===== config.mk =====
export PLATFORM = sky130hd
export DESIGN_NAME = alu_rr_scheduler
export DESIGN_NICKNAME = d
export VERILOG_FILES = /design/src/rtl/alu_pkg.sv /design/src/rtl/rr_arbiter.sv /design/src/rtl/alu_rr_scheduler.sv
export SDC_FILE = /design/constraint.sdc
export NUM_CORES = 1
export LEC_CHECK = 0
export BUFFER_PORTS_ARGS = -buffer_cell sky130_fd_sc_hd__buf_2
export CORE_AREA = 2 2 106 108
export CTS_CLUSTER_DIAMETER = 60
export DETAILED_ROUTE_END_ITERATION = 7
export DIE_AREA = 0 0 108 110
export GPL_ROUTABILITY_DRIVEN = 0
export PLACE_DENSITY = 0.75
export SYNTH_ARGS = -nofsm -noshare
export SYNTH_HDL_FRONTEND = slang
export SYNTH_HIERARCHICAL = 1
export SYNTH_SLANG_ARGS = --single-unit

===== constraint.sdc =====
create_clock -name clk -period 4.7 [get_ports clk]
set_clock_uncertainty 0.1 [all_clocks]
set_input_delay 0.94 -clock clk [delete_from_list [all_inputs] [get_ports clk]]
set_output_delay 0.94 -clock clk [all_outputs]
set_load 0.01 [all_outputs]

===== src/rtl/alu_pkg.sv =====
// Shared ALU encodings and bus payload types for the ALU round-robin scheduler.
package alu_pkg;

  localparam int unsigned DATA_W   = 32;
  localparam int unsigned TAG_ID_W = 3;

  localparam logic [2:0] F3_ADD  = 3'b000;
  localparam logic [2:0] F3_SLL  = 3'b001;
  localparam logic [2:0] F3_SLT  = 3'b010;
  localparam logic [2:0] F3_SLTU = 3'b011;
  localparam logic [2:0] F3_XOR  = 3'b100;
  localparam logic [2:0] F3_SR   = 3'b101;
  localparam logic [2:0] F3_OR   = 3'b110;
  localparam logic [2:0] F3_AND  = 3'b111;

  localparam logic F7_ALT = 1'b1;

  typedef struct packed {
    logic [2:0]        funct3;
    logic              funct7;
    logic [DATA_W-1:0] opa;
    logic [DATA_W-1:0] opb;
  } alu_op_t;

  // id is sized for the largest supported requester count (8)
  typedef struct packed {
    logic                valid;
    logic [TAG_ID_W-1:0] id;
  } alu_tag_t;

endpackage


===== src/rtl/rr_arbiter.sv =====
// Round-robin arbiter: one-hot grant searching upward from the last granted index.
module rr_arbiter #(
  parameter int unsigned N     = 2,
  parameter int unsigned IDX_W = (N > 1) ? $clog2(N) : 1
) (
  input  logic             clk,
  input  logic             rstn,
  input  logic [N-1:0]     req,
  input  logic             advance,
  output logic [N-1:0]     grant,
  output logic [IDX_W-1:0] grant_idx
);

  logic [IDX_W-1:0] last;

  // Pointer parks on N-1 so requester 0 wins first after reset
  always_ff @(posedge clk) begin
    if (rstn) begin
      last <= IDX_W'(N - 1);
    end else if (advance) begin
      last <= grant_idx;
    end
  end

  always_comb begin
    int unsigned idx;
    logic        found;
    grant     = '0;
    grant_idx = '0;
    found     = 1'b0;
    idx       = 0;
    for (int unsigned k = 1; k <= N; k++) begin
      idx = (32'(last) + k) % N;
      if (!found && req[IDX_W'(idx)]) begin
        found                = 1'b1;
        grant[IDX_W'(idx)]   = 1'b1;
        grant_idx            = IDX_W'(idx);
      end
    end
  end

endmodule


===== src/rtl/alu_rr_scheduler.sv =====
// Shares one ALU between NUM_REQ requesters: round-robin issue, registered ALU
// inputs and a tag pipeline that returns each result with its owner's id.
module alu_rr_scheduler
  import alu_pkg::*;
#(
  parameter int unsigned DATA_WIDTH  = DATA_W,
  parameter int unsigned NUM_REQ     = 2,
  parameter int unsigned ALU_LATENCY = 1,
  parameter int unsigned ID_W        = (NUM_REQ > 1) ? $clog2(NUM_REQ) : 1
) (
  input  logic                            clk,
  input  logic                            rstn,
  input  logic                            en,
  input  logic [NUM_REQ-1:0]              req_valid,
  output logic [NUM_REQ-1:0]              req_ready,
  input  logic [NUM_REQ*3-1:0]            req_funct3,
  input  logic [NUM_REQ-1:0]              req_funct7,
  input  logic [NUM_REQ*DATA_WIDTH-1:0]   req_opa,
  input  logic [NUM_REQ*DATA_WIDTH-1:0]   req_opb,
  output logic [2:0]                      alu_funct3,
  output logic                            alu_funct7,
  output logic [DATA_WIDTH-1:0]           alu_opa,
  output logic [DATA_WIDTH-1:0]           alu_opb,
  input  logic [DATA_WIDTH-1:0]           alu_res,
  output logic                            rsp_valid,
  output logic [ID_W-1:0]                 rsp_id,
  output logic [DATA_WIDTH-1:0]           rsp_data,
  output logic                            idle
);

  logic [NUM_REQ-1:0] arb_req;
  logic [NUM_REQ-1:0] grant;
  logic [ID_W-1:0]    grant_idx;
  logic               accept;
  alu_op_t            op_sel;
  alu_op_t            op_q;
  alu_tag_t           tag_q [0:ALU_LATENCY];
  logic               any_inflight;

  // Requests are masked while disabled or in reset so no grant can appear
  assign arb_req = (en && !rstn) ? req_valid : '0;

  rr_arbiter #(
    .N     (NUM_REQ),
    .IDX_W (ID_W)
  ) u_arb (
    .clk       (clk),
    .rstn      (rstn),
    .req       (arb_req),
    .advance   (accept),
    .grant     (grant),
    .grant_idx (grant_idx)
  );

  assign req_ready = grant;
  assign accept    = |grant;

  // Operand mux driven by the one-hot grant
  always_comb begin
    op_sel = '0;
    for (int unsigned i = 0; i < NUM_REQ; i++) begin
      if (grant[i]) begin
        op_sel.funct3 = req_funct3[3*i +: 3];
        op_sel.funct7 = req_funct7[i];
        op_sel.opa    = DATA_W'(req_opa[DATA_WIDTH*i +: DATA_WIDTH]);
        op_sel.opb    = DATA_W'(req_opb[DATA_WIDTH*i +: DATA_WIDTH]);
      end
    end
  end

  // ALU input registers hold their value between accepts
  always_ff @(posedge clk) begin
    if (rstn) begin
      op_q <= '0;
    end else if (accept) begin
      op_q <= op_sel;
    end
  end

  assign alu_funct3 = op_q.funct3;
  assign alu_funct7 = op_q.funct7;
  assign alu_opa    = DATA_WIDTH'(op_q.opa);
  assign alu_opb    = DATA_WIDTH'(op_q.opb);

  // Tag pipeline: stage 0 marks the issue, ALU_LATENCY more stages track the ALU
  always_ff @(posedge clk) begin
    if (rstn) begin
      for (int unsigned s = 0; s <= ALU_LATENCY; s++) begin
        tag_q[s] <= '0;
      end
    end else begin
      tag_q[0] <= '{valid: accept, id: TAG_ID_W'(grant_idx)};
      for (int unsigned s = 1; s <= ALU_LATENCY; s++) begin
        tag_q[s] <= tag_q[s-1];
      end
    end
  end

  assign rsp_valid = tag_q[ALU_LATENCY].valid;
  assign rsp_id    = tag_q[ALU_LATENCY].id[ID_W-1:0];
  assign rsp_data  = alu_res;

  if (ID_W < TAG_ID_W) begin : g_id_pad
    logic unused_id_bits;
    assign unused_id_bits = |tag_q[ALU_LATENCY].id[TAG_ID_W-1:ID_W];
  end

  always_comb begin
    any_inflight = 1'b0;
    for (int unsigned s = 0; s <= ALU_LATENCY; s++) begin
      any_inflight = any_inflight | tag_q[s].valid;
    end
    idle = ~any_inflight & ~accept;
  end

endmodule


# Word-level counts from Yosys, hierarchy flattened

Memory sizes are Yosys's and may differ from the RTL's.
Index checks and enable logic that the tools add are counted.

Memories: 1
Output and inout port bits: 105
RAM bits: 8
Input bits: 173
Word-level logic and storage cells: 47
Flip-flop bits (word level): 69

Memories:

| memory | words | width | rd ports | clocked after memory_dff | write ports | line                   | RTL |
|---|---|---|---|---|---|---|---|
| tag_q  | 2     | 4     | 2        | 0                        | 2           | alu_rr_scheduler.sv:37 | `alu_tag_t tag_q [0:ALU_LATENCY];` |

Add/subtract/negate cells: 2
Reduce and logical (&&, ||, !) cells: 7
Bitwise logic cells: 7
$lt $le $gt $ge: 4
Mux-type cells: 21

Operator list:

| cell                | number |
|---|---|
| $mux 68             | 2 |
| $mux 1              | 12 |
| $mux 4              | 2 |
| $mux 2              | 3 |
| $logic_and 1x1->1   | 4 |
| $lt 1x2->1 const B  | 2 |
| $or 1x1->1          | 3 |
| $add 1x1->1 const B | 2 |
| $demux 1 s1         | 2 |
| $ge 1x1->1 const B  | 2 |
| $logic_not 1->1     | 2 |
| $not 1->1           | 2 |
| $or 2x2->2          | 1 |
| $reduce_or 2->1     | 1 |
| $and 1x1->1         | 1 |

# Longest topological paths before layout

Gate-level depths: netlist of the first run.

Depth in word-level cells: 12
Mapped depth: 8
Mapped depth without buffers: 5

# By module

The synthesis of the first run kept the hierarchy.

Modules (own cells, without submodules):

| module           | instances | cells each | sequential area each (sq um) | area each (sq um) |
|---|---|---|---|---|
| alu_rr_scheduler | 1         | 347        | 1441.4                       | 3533.4 |
| rr_arbiter       | 1         | 7          | 20.0                         | 65.1 |

# Least setup slack after synthesis of the first run

Ideal clock, no wire load.

Path kind: input to output
Start: input port rstn
End: output port idle
Slack: 1088 ps
Stages: 6
Required time: 3660 ps
Buffers on the path: 2
Arrival: 2572 ps
Cell sequence: clkbuf_1 and3b_1 a21boi_0 clkbuf_1 or2_2 nor3_1

Longest elaborated chain between the ends: 12
Elaborated cells between the ends (all ways): 16
Those cells by class: mux: 8; bitwise: 3; reduce/logical: 5

RTL lines:

| element                                    | line                    | RTL |
|---|---|---|
| start: declaration                         | alu_rr_scheduler.sv:12  | `input logic rstn,` |
| $logic_not 1->1 *                          | alu_rr_scheduler.sv:41  | `assign arb_req = (en && !rstn) ? req_valid : '0;` |
| $logic_and 1x1->1 *                        | alu_rr_scheduler.sv:41  |  |
| $mux 2 *                                   | alu_rr_scheduler.sv:41  |  |
| named net arb_req[0]                       | alu_rr_scheduler.sv:31  | `logic [NUM_REQ-1:0] arb_req;` |
| $mux 1 (not written as such) (2 in series) | rr_arbiter.sv:34        | `if (!found && req[IDX_W'(idx)]) begin` |
| $mux 1                                     | rr_arbiter.sv:34        |  |
| $logic_not 1->1                            | rr_arbiter.sv:34        |  |
| $logic_and 1x1->1                          | rr_arbiter.sv:34        |  |
| $mux 2 *                                   | rr_arbiter.sv:34        |  |
| named net req_ready[1]                     | alu_rr_scheduler.sv:15  | `output logic [NUM_REQ-1:0] req_ready,` |
| $reduce_or 2->1 *                          | alu_rr_scheduler.sv:56  | `assign accept = \|grant;` |
| named net accept                           | alu_rr_scheduler.sv:34  | `logic accept;` |
| $not 1->1 *                                | alu_rr_scheduler.sv:113 | `idle = ~any_inflight & ~accept;` |
| $and 1x1->1 *                              | alu_rr_scheduler.sv:113 |  |
| end: declaration                           | alu_rr_scheduler.sv:28  | `output logic idle` |

Mark *: on every way through the listed nets, which the timed path passes. The rest lies on a longest branch. The select of a mux whose other input is x is not followed.

# Worst setup path after layout of the first run

Start: input port rstn
End: output port req_ready[1]

Longest elaborated chain between the ends: 9
Elaborated cells between the ends (all ways): 13
Those cells by class: mux: 8; bitwise: 1; reduce/logical: 4

RTL lines:

| element                                    | line |
|---|---|
| $logic_not 1->1 *                          | alu_rr_scheduler.sv:41 |
| $logic_and 1x1->1 *                        | alu_rr_scheduler.sv:41 |
| $mux 2 *                                   | alu_rr_scheduler.sv:41 |
| named net arb_req[0]                       | alu_rr_scheduler.sv:31 |
| $mux 1 (not written as such) (2 in series) | rr_arbiter.sv:34 |
| $mux 1                                     | rr_arbiter.sv:34 |
| $logic_not 1->1                            | rr_arbiter.sv:34 |
| $logic_and 1x1->1                          | rr_arbiter.sv:34 |
| $mux 2 *                                   | rr_arbiter.sv:34 |
| end: declaration                           | alu_rr_scheduler.sv:15 |

Marked as above.

==> out/qor.yml, run 1 <==
p_leak_nw: 2.11
slew_headroom: 0.193
syn_nets: 527
antennaDiodeCount: 0
yosysWarnings: 6
grt_pass1_vias: 2997
hold_viol_final: 0
wl_per_cell_um: 14.1
start_kind: "input port"
area_growth_pct: 31.6
drc_errors: 0
numClockSinks: 73
grt_overflow: 0
synth_top_area_frac: 0.406
setup_viol: 0
netlist_area_um2: 3600
worst-slew-pin-transition_ps: 1210
ys_ff_latch: 73
crit_type: "input port to output pin"
p_total_mw: 1.54
synth.avg_cell_area_um2: 10.2
final_layout_size_suffix_gt1_frac: 0.456
clock-root-buffer: "clkbuf_8"
cts_tree: "done"
hpwl_mm: 6.53
cts-resized-gates: 0
initialDrtViolationCount: 97
required_ps: 3660
die-area_um2: 11900
clk_latency_ps: 330
path_max_fanout: 70
power_density_nw_per_um2: 326
finalMaxSlewViolations: 0
core_region_area_um2: 10700
cp.arrival_ps: 2500
vias_per_cell: 4.75
antenna_left: 0
cts_made_buffers: 9
grt_usage: 0.150
grt_start_max_net_pins: 71
die_y_um: 110
grt_pass1_wl_mm: 14.0
yosysSeqAreaShare: 0.406
finalNetCount: 692
die_w_um: 108
post-route-period-util: 0.752
min_path_type: "flip-flop to flip-flop"
period_needed_ps: 3540
num_io_pins: 278
crit_path_end_kind: "output pin"
fillers: 1039
syn_inst: 354
cts.reportedPaths.clkPinSlew_ps: 80
postRouteWirelength_mm: 9.39
rsz0062_at_grt: "false"
io_buffers: 213
fmax_mhz: 283
rows: 38
clk_path_buf_depth: 2
cts_setup_buffers: 0
outcome: "finished clean"
hold_buffers: 0
ir_drop_v: 0.000146
h-tree-depth: 3
initial_core_util: 0.336
drt_first_pass_iters: 4
cap_violations: 0
synth.top_cells.by_area: "dfxtp_1 41%, mux2i_1 19%, a211oi_1 14%"
antenna_found_initial: 0
vias: 3157
yosysUniqueCellTypes: 17
setup_tns_ps: 0
yosys.area.top_type: "dfxtp_1"
[Yosys cell counts]
cell,instances
dfxtp_1,73
nor2b_1,73
mux2i_1,68
a211oi_1,65
buf_4,38
clkbuf_1,18
buf_2,4
a211oi_2,3
a21boi_0,2
and3b_1,2
buf_8,2
a211o_1,1
a21boi_2,1
inv_1,1
inv_2,1
nor3_1,1
or2_2,1
[layout by cell type (no fill, tap or decap), drive strengths merged]
| cell type | Yosys | final |
|---|---|---|
| mux2i | 68 | 68 |
| and3b | 2 | 2 |
| a211o | 1 | 1 |
| clkinv | 0 | 1 |
| nor3 | 1 | 1 |
| or2 | 1 | 1 |
| buf | 44 | 216 |
| a211oi | 68 | 68 |
| nor2b | 73 | 73 |
| inv | 2 | 2 |
| clkbuf | 18 | 12 |
| bufinv | 0 | 3 |
| a21boi | 3 | 3 |
| dfxtp | 73 | 73 |
[final timing paths]
check,depth (start not counted),to,start,slack (ps)
max,5,req_ready[1],rstn,1160
min,1,tag_q[0][4],tag_q[0][0],350
max reg2reg,5,alu_opa[21],u_arb/last,2340
min reg2reg,1,tag_q[0][4],tag_q[0][0],350
[routing by layer]
| layer | share of wire | up-vias | GRT usage |
|---|---|---|---|
| li1 | - | 1555 | - |
| met1 | 0.42 | 1452 | 0.173 |
| met2 | 0.48 | 135 | 0.260 |
| met3 | 0.080 | 15 | 0.0470 |
| met4 | 0.020 | 0 | 0.0595 |
| met5 | 0 | - | 0 |
[layout make-up]
class	count	area, um^2	area share
clock buffers	12	155	0.0328
clock inverters	4	98.8	0.0209
inverters	2	7.51	0.00159
multi-input cells	217	1750	0.369
flip-flops and latches	73	1460	0.309
well taps	140	175	0.0370
repair buffers	216	1090	0.230
[worst max-delay path, stage by stage]
cell and delay, ps:
buf_2 340, and3b_1 300, a21boi_4 170, buf_4 490, buf_2 240
[sequential cells by signal, indices dropped and copies added, names as in the netlist]
| register | cells |
|---|---|
| alu_funct3 | 3 |
| tag_q | 4 |
| alu_opa | 32 |
| u_arb/last | 1 |
| alu_funct7 | 1 |
| alu_opb | 32 |
[cells by family (layout without fill, tap and decap cells)]
kind of cell | count (synthesis) | after routing | synth area share
buf+inv | 64 | 234 | 0.114
compound gates | 72 | 72 | 0.156
flops | 73 | 73 | 0.406
simple gates | 77 | 77 | 0.135
mux | 68 | 68 | 0.189
[through the flow]
step	utilization	hold slack (ps)	cell area (um^2)	instances	setup WS, ps
2_1_floorplan	-	314	3600	354	1090
3_3_place_gp	0.419	331	4480	648	1160
3_5_place_dp	0.419	331	4480	648	1040
4_1_cts	0.443	352	4740	664	1110
5_1_grt	0.443	360	4740	664	1010
6_report	0.443	349	4740	664	1160
[power by group]
group | leakage, nW | internal (mW) | total (mW) | switching, mW
sequential | 0.600 | 0.661 | 0.682 | 0.0215
combinational | 1.38 | 0.127 | 0.245 | 0.118
clock | 0.127 | 0.383 | 0.615 | 0.232
Power figures use the tool's default switching activity.
==> run 2: changes to the inputs <==
PLACE_DENSITY = 0.77   (was 0.75)
clock period = 2.85 ns   (was 4.7 ns; I/O delays follow)
==> run 2 against run 1 <==
Sequential cell count stayed put. Register-to-register slack worse by 1400 ps. Critical path depth stayed put. Worst setup slack worse by 860 ps. First-iteration DRC count is 5.2% higher. Clock-buffer cell count stayed put. Clock power is 34% higher. Final cell count is 0.15% higher.
==> out/qor.yml, run 2 (synthesized netlist as in run 1, its figures left out) <==
h-tree-depth: 3  # unchanged
outcome: "finished clean"
stdcell_area_um2: 4700  # -0.66%
die_w_um: 108  # unchanged
num_io_pins: 278  # unchanged
met3_usage: 0.0412  # -0.00588
cap_violations: 0  # unchanged
min_path_type: "flip-flop to flip-flop"
required_ps: 2180  # -1480 ps
vias_per_cell: 4.85  # +1.9%
period_needed_ps: 2550
reg2reg_depth: 3  # -2
start_kind: "input port"
fillers: 1039  # unchanged
ir_drop_v: 0.000255  # +75%
numClockSinks: 73  # unchanged
slew_headroom: 0.176  # -0.0174
whs_ps: 350  # +1.00 ps
path_cells: "buf_2, and3b_1, a21boi_4, buf_12, buf_2"
p_leak_nw: 2.10  # -0.54%
area_growth_pct: 30.7
initialDrtViolationCount: 102  # +5.2%
antennaDiodeCount: 0  # unchanged
setup_viol: 0  # unchanged
crit_buf_inv: 3  # unchanged
cts_made_buffers: 9  # unchanged
grt_start_max_net_pins: 70  # -1.4%
path_max_fanout: 69  # -1.4%
mostFrequentLayoutCells: "213 x buf_2, 73 x nor2b_1, 73 x dfxtp_1"
die-area_um2: 11900  # unchanged
rsz0062_at_grt: "false"
antenna_found_initial: 0  # unchanged
cts.reportedPaths.clkPinSlew_ps: 70  # about the same
cp_top_family: "buffers and inverters"
power_density_nw_per_um2: 501  # +54%
grt_overflow: 0  # unchanged
crit_type: "input port to output pin"
initial_core_util: 0.336  # unchanged
grt_usage: 0.149  # -0.000830
whs_path_depth: 1  # unchanged
die_y_um: 110  # unchanged
antenna_left: 0  # unchanged
post-route-period-util: 0.895
grt_pass1_vias: 3008  # +0.37%
grt_busiest_layer: "met2"
cts_setup_buffers: 0  # unchanged
worst-slew-pin-transition_ps: 1240  # +27.9 ps
cts_tree: "done"
fmax_mhz: 392
hold_viol_final: 0  # unchanged
crit_path_max_incr_delay_ps: 400  # -90 ps
final_common_cell: "buf_2"
p_total_mw: 2.36  # +53%
cpMostUsedCell: "buf_2"
rows: 38  # unchanged
final_layout_size_suffix_gt1_frac: 0.457  # +0.00104
clock-root-buffer: "clkbuf_8"
setup_tns_ps: 0  # unchanged
slowest_stage: "buf_12"
grtUsageMet2: 0.253  # -0.00674
pre_cts_slack_ps: 246  # -795 ps
core_region_area_um2: 10700  # unchanged
cp.arrival_ps: 1880  # -620 ps
drt_first_pass_iters: 4  # unchanged
finalNetCount: 694  # +0.29%
dpl_cell_area_um2: 4510  # +0.61%
postRouteWirelength_mm: 9.28  # -1.2%
crit_path_end_kind: "output pin"
layout_setup_ws_ps: 300  # -865 ps
hpwl_mm: 6.62  # +1.4%
grt_pass1_wl_mm: 14.0  # unchanged
finalMaxSlewViolations: 0  # unchanged
io_buffers: 213  # unchanged
cts-resized-gates: 0  # unchanged
cp_num_cells: 5  # unchanged
clk_path_buf_depth: 2  # unchanged
clk_latency_ps: 340  # about the same
hold_buffers: 0  # unchanged
drc_errors: 0  # unchanged
wl_per_cell_um: 14.0  # -1.4%
vias: 3223  # +2.1%
globalRouteMet1Util: 0.175  # +0.00256
run 2: changes by cell type in the layout (fill, tap and decap cells not counted), sizes merged:
cell	delta
buf	+2
bufinv	-2
clkinv	+1
run 2: cell type report:
class / instances / area, um^2 / share of cell area
repair buffers: 218 / 1120 / 0.237
multi-input cells: 217 / 1750 / 0.372
flip-flops and latches: 73 / 1460 / 0.311
clock inverters: 3 / 40.0 / 0.00851
inverters: 2 / 7.51 / 0.00160
well taps: 140 / 175 / 0.0372
clock buffers: 12 / 155 / 0.0330
run 2: final timing paths:
path	to	slack (ps)	from
setup / recovery	req_ready[0]	300	rstn
hold / removal	tag_q[0][4]	350	tag_q[0][0]
hold reg to reg	tag_q[0][4]	350	tag_q[0][0]
setup reg to reg	alu_opb[18]	910	u_arb/last
run 2: per-stage QoR:
stage | utilization | cells
3_3_place_gp | 0.422 | 650
3_5_place_dp | 0.422 | 650
6_report | 0.440 | 665
5_1_grt | 0.440 | 665
2_1_floorplan | - | 354
4_1_cts | 0.440 | 665
run 2: power by group:
group | internal (mW) | total [mW] | switching [mW]
combinational | 0.211 | 0.407 | 0.196
sequential | 1.09 | 1.13 | 0.0360
clock | 0.446 | 0.823 | 0.378
total | 1.75 | 2.36 | 0.610
run 2: metal layers:
layer	vias up	part of all wire
met5	-	0
met4	0	0.020
met3	20	0.088
met2	173	0.47
met1	1476	0.42
li1	1554	-
